===== config.mk =====
export PLATFORM = sky130hd
export DESIGN_NAME = rgb_pixel_fifo
export DESIGN_NICKNAME = d
export VERILOG_FILES = /design/src/rtl/rgb_pixel_fifo.sv
export SDC_FILE = /design/constraint.sdc
export NUM_CORES = 1
export LEC_CHECK = 0
export BUFFER_PORTS_ARGS = -buffer_cell sky130_fd_sc_hd__buf_2
export CORE_ASPECT_RATIO = 1.4
export CORE_MARGIN = 10
export CORE_UTILIZATION = 33
export DETAILED_ROUTE_END_ITERATION = 12
export HOLD_SLACK_MARGIN = 0.15
export PLACE_DENSITY = 0.59
export SLEW_MARGIN = 10
export SYNTH_ARGS = -nofsm -noshare
export SYNTH_HDL_FRONTEND = slang
export SYNTH_SLANG_ARGS = --single-unit

===== constraint.sdc =====
create_clock -name clk -period 2.4 [get_ports clk]
set_input_delay 0.36 -clock clk [delete_from_list [all_inputs] [get_ports clk]]
set_output_delay 0.36 -clock clk [all_outputs]
set_load 0.02 [all_outputs]

===== src/rtl/rgb_pixel_fifo.sv =====
// rtl/rgb_pixel_fifo.sv - RGB pixel FIFO with first-word fall-through head
//
// Ports:
//   clk                    single clock, rising edge
//   reset                  synchronous, active-high
//   uin_r/uin_g/uin_b      incoming pixel components (8 bits each)
//   uin_valid, uin_ready   upstream handshake; push when both are high
//   uout_r/uout_g/uout_b   head pixel components, 8'h0 when nothing is held
//   uout_valid, uout_ready downstream handshake; pop when both are high
//   level                  occupancy, only when RGB_FIFO_LEVEL_EN is defined
//
// Optional feature macro: RGB_FIFO_LEVEL_EN (adds the level output).
module rgb_pixel_fifo #(
  parameter int DEPTH = 4
) (
  input  logic                     clk,
  input  logic                     reset,
  input  logic [7:0]               uin_r,
  input  logic [7:0]               uin_g,
  input  logic [7:0]               uin_b,
  input  logic                     uin_valid,
  output logic                     uin_ready,
  output logic [7:0]               uout_r,
  output logic [7:0]               uout_g,
  output logic [7:0]               uout_b,
  output logic                     uout_valid,
  input  logic                     uout_ready
`ifdef RGB_FIFO_LEVEL_EN
  ,
  output logic [$clog2(DEPTH):0]   level
`endif
);

  localparam int AW = $clog2(DEPTH);
  localparam logic [AW:0] FULL_COUNT = (AW + 1)'(DEPTH);

  logic [7:0]    mem_r [DEPTH];
  logic [7:0]    mem_g [DEPTH];
  logic [7:0]    mem_b [DEPTH];
  logic [AW-1:0] wr_ptr;
  logic [AW-1:0] rd_ptr;
  logic [AW:0]   count;
  logic          push;
  logic          pop;

  // Both handshake flags decode registered state only; reset masks them so
  // nothing is offered or accepted while the block is being cleared.
  assign uin_ready  = !reset && (count < FULL_COUNT);
  assign uout_valid = !reset && (count != '0);

  assign push = uin_valid && uin_ready;
  assign pop  = uout_valid && uout_ready;

  // Head pixel falls through from storage; forced to zero when empty so
  // stale storage contents never leak downstream.
  assign uout_r = uout_valid ? mem_r[rd_ptr] : 8'h0;
  assign uout_g = uout_valid ? mem_g[rd_ptr] : 8'h0;
  assign uout_b = uout_valid ? mem_b[rd_ptr] : 8'h0;

  // Storage needs no reset; entries are only observable once counted.
  always_ff @(posedge clk) begin
    if (push) begin
      mem_r[wr_ptr] <= uin_r;
      mem_g[wr_ptr] <= uin_g;
      mem_b[wr_ptr] <= uin_b;
    end
  end

  // Pointers wrap naturally because DEPTH is a power of two.
  always_ff @(posedge clk) begin
    if (reset) begin
      wr_ptr <= '0;
      rd_ptr <= '0;
      count  <= '0;
    end else begin
      if (push) wr_ptr <= wr_ptr + 1'b1;
      if (pop)  rd_ptr <= rd_ptr + 1'b1;
      case ({push, pop})
        2'b10:   count <= count + 1'b1;
        2'b01:   count <= count - 1'b1;
        default: count <= count;
      endcase
    end
  end

`ifdef RGB_FIFO_LEVEL_EN
  assign level = count;
`endif

endmodule


==> results of run 1 <==
flip-flops by register name, indices dropped and copies added, names as in the netlist, named ones only:
register	cells
mem_b	32
mem_g	32
mem_r	32
count	3
rd_ptr	2
wr_ptr	2
worst paths after layout:
kind / end / slack [ns] / cells past startpoint
hold / removal: mem_g[2][6] / 0.23 / 1
setup / recovery: uout_g[7] / 0.19 / 4
setup reg to reg: count[2] / 0.22 / 8
hold reg to reg: rd_ptr[1] / 0.50 / 2
power groups by stage:
stage | clock (mW) | sequential, mW | combinational, mW
after floorplan | 0 | 2.12 | 0.336
after detailed placement | 0 | 2.13 | 0.482
after global placement | 0 | 2.12 | 0.474
after CTS | 1.64 | 2.09 | 0.484
final | 1.59 | 2.09 | 0.468
after global routing | 1.72 | 2.09 | 0.515
routing by layer:
metal | track usage, % | vias to the layer above | routed length, µm
li1 | - | 915 | -
met1 | 9.48 | 1002 | 2930
met2 | 15.3 | 42 | 3970
met3 | 2.60 | 10 | 428
met4 | 5.21 | 0 | 176
met5 | 0 | - | 0
cell families after synthesis:
family | Yosys count | synth area share [%]
AO/OA/AOI/OAI | 6 | 0.851
adder cells (fa/ha/maj) | 6 | 2.01
buffers and inverters | 12 | 2.19
XOR/XNOR | 4 | 0.851
multiplexers | 25 | 13.7
AND/OR/NAND/NOR | 42 | 5.96
flip-flops | 105 | 74.4
layout by cell type, fill, tap and decap left out:
| master | netlist | final |
|---|---|---|
| a21oi_1 | 2 | 2 |
| and2_1 | 29 | 29 |
| buf_12 | 2 | 5 |
| buf_2 | 4 | 53 |
| buf_4 | 0 | 4 |
| bufinv_16 | 0 | 3 |
| clkbuf_1 | 2 | 1 |
| clkbuf_16 | 0 | 9 |
| clkinv_1 | 0 | 1 |
| dfxtp_1 | 9 | 8 |
| dfxtp_2 | 0 | 1 |
| edfxtp_1 | 96 | 96 |
| fa_1 | 1 | 1 |
| ha_1 | 5 | 5 |
| inv_1 | 3 | 3 |
| inv_6 | 0 | 1 |
| mux2i_1 | 1 | 1 |
| mux4_1 | 4 | 4 |
| mux4_2 | 20 | 20 |
| nand2_1 | 2 | 2 |
| nor2_1 | 7 | 6 |
| nor2_2 | 0 | 1 |
| nor3_1 | 1 | 1 |
| nor3b_2 | 1 | 1 |
| o21ai_0 | 2 | 2 |
| o31ai_1 | 2 | 2 |
| or3_1 | 2 | 2 |
| xnor2_1 | 2 | 2 |
| xor2_1 | 2 | 2 |
metrics by stage:
stage	instances	hold WS (ns)	instance area, µm²	worst slack [ns]	util [%]
2_1_floorplan	200	0.459	4120	0.258	-
3_3_place_gp	403	0.484	4620	0.299	37.7
3_5_place_dp	403	0.488	4620	0.208	37.7
4_1_cts	418	0.224	4960	0.149	40.5
5_1_grt	418	0.227	4960	0.0446	40.5
6_report	418	0.234	4960	0.194	40.5
cell type report:
class | count | area [µm²] | area share (%)
flip-flops and latches | 105 | 3060 | 61.8
multi-input cells | 83 | 966 | 19.5
repair buffers | 62 | 395 | 7.98
clock buffers | 10 | 229 | 4.62
well taps | 150 | 188 | 3.79
clock inverters | 5 | 103 | 2.07
inverters | 3 | 11.3 | 0.227
==> run_results.csv, run 1 <==
group,metric,value,unit
run_status,status,"completed",
clock_tree,cts_setup_buffers,0,
grt,grt_pass1_wl,11700,µm
logic_synthesis,synth_edf_count,96,
route,final_antenna_net_count,0,
floorplanning,die_width,114,µm
power,power_frac_clock,38.4,%
hold_path,min_from,"uin_g[6]",
critical_path,crit_family,"multiplexers",
critical_path,worstSetupPathType,"register to primary output",
clock_tree,cts_max_level,3,
sta,grt_setup_unrepaired,"no",
logic_synthesis,synth_warnings,0,
critical_path,startpoint_type,"register",
critical_path,crit_slowest_cell,"mux4_1",
critical_path,critical_path_buf_inv_count,2,
power,combPwrFrac,11.3,%
placement,place_hpwl,4880,µm
power,p_seq_share,50.3,%
logic_synthesis,async_flop_share,0,%
route,viasPerCell,4.71,
clock_tree,cts_buffers,9,
placement,gp_congestion,0.705,
logic_synthesis,yosys.cell_count.top_type,"edfxtp_1",
final_layout,diodes,0,
critical_path,required,2.04,ns
floorplanning,chipHeight,152,µm
flow_run,drv_cap,0,
route,dr_total_vias,1969,
clock_tree,ctsResizeCount,0,
route,drt_iter0_drc,87,
final_layout,drive_above_1_share,36.6,%
floorplanning,io_pins,54,
critical_path,crit_arrival,1.85,ns
floorplanning,core,0.0123,mm²
power,switching_share,20.6,%
sta,period_share,91.9,%
route,drt_wl_total,7510,µm
clock_tree,clkTransAtPathRegs,0.06,ns
grt,grt_max_degree,26,
floorplanning,design.die.area,0.0174,mm²
hold_path,min_path_type,"input pin to register",
critical_path,r2r-start,"count[0]",
logic_synthesis,yosys-top-cells-area,"edfxtp_1, mux4_2, and2_1, dfxtp_1, mux4_1",
floorplanning,rows,48,
power,switching_power,852,µW
sta,fmax,0.453,GHz
logic_synthesis,yosys_most_used_dff,"edfxtp_1",
power,power,4.15,mW
grt,grt_pass1_vias,2152,
route,firstDrtPassIters,4,
clock_tree,cts_hold_buf,0,
logic_synthesis,synthTopCellsByCount,"edfxtp_1, and2_1, mux4_2, dfxtp_1, nor2_1",
logic_synthesis,synthDominantCellAreaShare,70.0,%
logic_synthesis,syn-cell-area,0.00412,mm²
clock_tree,root_buffer,"clkbuf_16",
sta,worstMarginPinSlew,0.373,ns
sta,finalSetupViolCount,0,
logic_synthesis,ys_ff_latch,105,
final_layout,fin_nets,298,
power,ir_drop,0.000396,V
critical_path,critical-path-max-stage-delay,0.59,ns
sta,fin_setup_tns,0,ns
logic_synthesis,synth.avg_cell_area,20.6,µm²
sta,slew_headroom,75.1,%
final_layout,fillers,1146,
clock_tree,clock_latency,0.33,ns
grt,grt_usage,8.96,%
logic_synthesis,synth_largest_area_cell,"edfxtp_1",
critical_path,cp-end-kind,"primary output",
grt,grt_antenna_before_repair,1,
grt,grt_overflow,0,
logic_synthesis,ys_seq_area_share,74.4,%
sta,hold_violations,0,
sta,slew_viol_final,0,
power,p_leak,1.74,nW
critical_path,path_cells,"buf_4 > mux4_1 > and2_1 > buf_2",
final_layout,syn2layout_area_growth,20.4,%
logic_synthesis,ys_types,23,
sta,finalCriticalPeriod,2.21,ns
route,wl_per_cell,18.0,µm
sta,final.setup_skew,0.00440,ns
clock_tree,clock_path_buffers,2,
logic_synthesis,synthesis.nets,234,
route,drcViolationCount,0,
power,p_int,3.29,mW
logic_synthesis,syn_inst,200,
placement,port_buffers,53,
floorplanning,initial_core_util,33.6,%
clock_tree,cts.sinks,105,
power,power_density,837,mW/mm²
critical_path,cp_max_fo,10,
clock_tree,cts_tree,"done",
(Power assumes the default switching activity.)
==> run 2, diff against run 1 <==
--- a/config.mk
+++ b/config.mk
@@ -11,7 +11,7 @@
 export CORE_UTILIZATION = 33
 export DETAILED_ROUTE_END_ITERATION = 12
 export HOLD_SLACK_MARGIN = 0.15
-export PLACE_DENSITY = 0.59
+export PLACE_DENSITY = 0.6
 export SLEW_MARGIN = 10
 export SYNTH_ARGS = -nofsm -noshare
 export SYNTH_HDL_FRONTEND = slang
==> constraint.sdc (replaced) <==
create_clock -name clk -period 1.8 [get_ports clk]
set_input_delay 0.27 -clock clk [delete_from_list [all_inputs] [get_ports clk]]
set_output_delay 0.27 -clock clk [all_outputs]
set_load 0.02 [all_outputs]
==> run 2 against run 1 <==
Compared with the run above: the flow now finishes with violations (negative setup slack); sequential share of layout area shrank 6.6 points; non-clock buffer count increased by 34; critical path type unchanged; count of clock-buffer cells in the layout down 1; setup slack worse by 0.37 ns; final cell count increased by 8.4%; first-iteration DRC count fell by 9.2%; wire length rose by 7.0%; design area increased by 12%; global-route usage grew 0.62 points; clock skew increased by 0.0029 ns.
==> run_results.csv, run 2 (synthesis results as in run 1) <==
group,metric,value,unit
sta,worstMarginPinSlew,0.361,ns
placement,gp_congestion,0.743,
route,viasPerCell,4.67,
final_layout,largestRegisters,"mem_b: 32 flops, mem_g: 32 flops, mem_r: 32 flops",
floorplanning,io_pins,54,
clock_tree,clock_path_buffers,2,
critical_path,r2r-start,"count[2]",
floorplanning,core,0.0123,mm²
grt,grt_pass1_wl,12700,µm
sta,setup_slack,-0.176,ns
grt,use_met2,16.7,%
final_layout,fin_nets,332,
grt,grt_max_degree,26,
critical_path,worstSetupPathType,"register to primary output",
clock_tree,cts_tree,"done",
sta,period_share,110,%
sta,final.setup_skew,0.00727,ns
critical_path,path_cells,"buf_12 > mux4_2 > and2_4 > buf_6",
placement,place_hpwl,5220,µm
final_layout,final_common_cell,"edfxtp_1",
floorplanning,chipHeight,152,µm
clock_tree,cts_buffers,9,
sta,slew_headroom,75.7,%
critical_path,cp-end-kind,"primary output",
flow_run,drv_cap,0,
run_status,status,"finished with violations",
final_layout,finish.utilization,45.4,%
critical_path,cp_max_fo,6,
route,dr_total_vias,2117,
critical_path,worst_r2r_endpoint,"count[2]",
route,drcViolationCount,0,
placement,place_area,0.00479,mm²
critical_path,startpoint_type,"register",
grt,grt_antenna_before_repair,0,
final_layout,mostFrequentLayoutCells,"edfxtp_1, buf_2, and2_4, buf_6, mux4_2",
route,firstDrtPassIters,4,
route,final_antenna_net_count,0,
critical_path,crit_arrival,1.71,ns
hold_path,hold_depth,1,
placement,port_buffers,53,
floorplanning,design.die.area,0.0174,mm²
grt,grt_pass1_vias,2361,
final_layout,fin_area,0.00556,mm²
clock_tree,cts_max_level,3,
floorplanning,die_width,114,µm
sta,fmax,0.506,GHz
clock_tree,clock_latency,0.34,ns
final_layout,diodes,0,
critical_path,critical_path_buf_inv_count,2,
sta,grt_setup_unrepaired,"yes",
grt,grt_use_met3,3.07,%
critical_path,critical-path-max-stage-delay,0.50,ns
clock_tree,clkTransAtPathRegs,0.06,ns
route,drt_wl_total,8040,µm
route,drt_iter0_drc,79,
power,power,5.69,mW
clock_tree,cts.sinks,105,
power,power_density,1020,mW/mm²
sta,finalCriticalPeriod,1.98,ns
sta,hold_violations,0,
sta,finalSetupViolCount,25,
grt,met1_usage,10.2,%
final_layout,syn2layout_area_growth,35.0,%
run_status,violations,"negative setup slack",
power,p_leak,1.95,nW
hold_path,min_from,"uin_r[3]",
floorplanning,initial_core_util,33.6,%
clock_tree,root_buffer,"clkbuf_16",
final_layout,fillers,1080,
hold_path,min_path_type,"input pin to register",
route,wl_per_cell,17.7,µm
critical_path,crit_family,"multiplexers",
critical_path,required,1.53,ns
power,ir_drop,0.000421,V
floorplanning,rows,48,
critical_path,r2r_cells,8,
grt,grt-busiest-layer,"met2",
final_layout,drive_above_1_share,49.2,%
grt,grt_usage,9.58,%
hold_path,hold_end,"mem_r[0][3]",
sta,slew_viol_final,0,
grt,grt_overflow,0,
critical_path,crit_slowest_cell,"mux4_2",
critical_path,reg2reg_slack,-0.14,ns
[run 2: layout make-up]
cell class	count	area, µm²	area share, %
Sequential cell	105	3070	55.3
Multi-Input combinational cell	83	1050	18.9
Timing Repair Buffer	96	927	16.7
Clock buffer	9	225	4.05
Tap cell	150	188	3.38
Clock inverter	7	85.1	1.53
Inverter	3	11.3	0.203
[run 2: metal layers]
| metal | up-vias | share of wire (%) |
|---|---|---|
| met1 | 1067 | 38 |
| met2 | 60 | 54 |
| li1 | 983 | - |
| met3 | 7 | 6.5 |
| met5 | - | 0 |
| met4 | 0 | 1.6 |
[run 2: metrics by stage]
stage          setup TNS, ns  setup WS (ns)  hold slack [ns]  cells
6_report               -3.86         -0.176            0.157    453
5_1_grt                -5.55         -0.249            0.155    453
4_1_cts                -5.08         -0.248            0.151    454
3_5_place_dp          -0.123         -0.123            0.486    414
3_3_place_gp         -0.0703        -0.0703            0.465    414
2_1_floorplan         -0.104         -0.104            0.369    200
[run 2: report_power, final]
group / total, mW / switching (mW) / internal [mW] / leakage, nW
Sequential: 2.79 / 0.0416 / 2.75 / 0.947
Combinational: 0.910 / 0.394 / 0.516 / 0.853
Clock: 1.99 / 0.787 / 1.20 / 0.152
Total: 5.69 / 1.22 / 4.47 / 1.95
[run 2: worst max path at each step]
stage           endpoint  slack, ns  depth (start not counted)
2_1_floorplan   count[2]      -0.10                          8
3_3_place_gp    count[2]      -0.07                          8
3_5_place_dp    count[2]      -0.12                          8
4_1_cts        uout_g[2]      -0.25                          5
5_1_grt         count[2]      -0.25                          8
6_report       uout_r[6]      -0.18                          4
[run 2: repair_timing]
item	in CTS	in global routing
buffers inserted	4	1
hold endpoints to repair	72	2
hold buffers	18	1
cloned	2	0
pin swaps	3	3
gates resized for setup	80	13
setup endpoints to repair	25	26
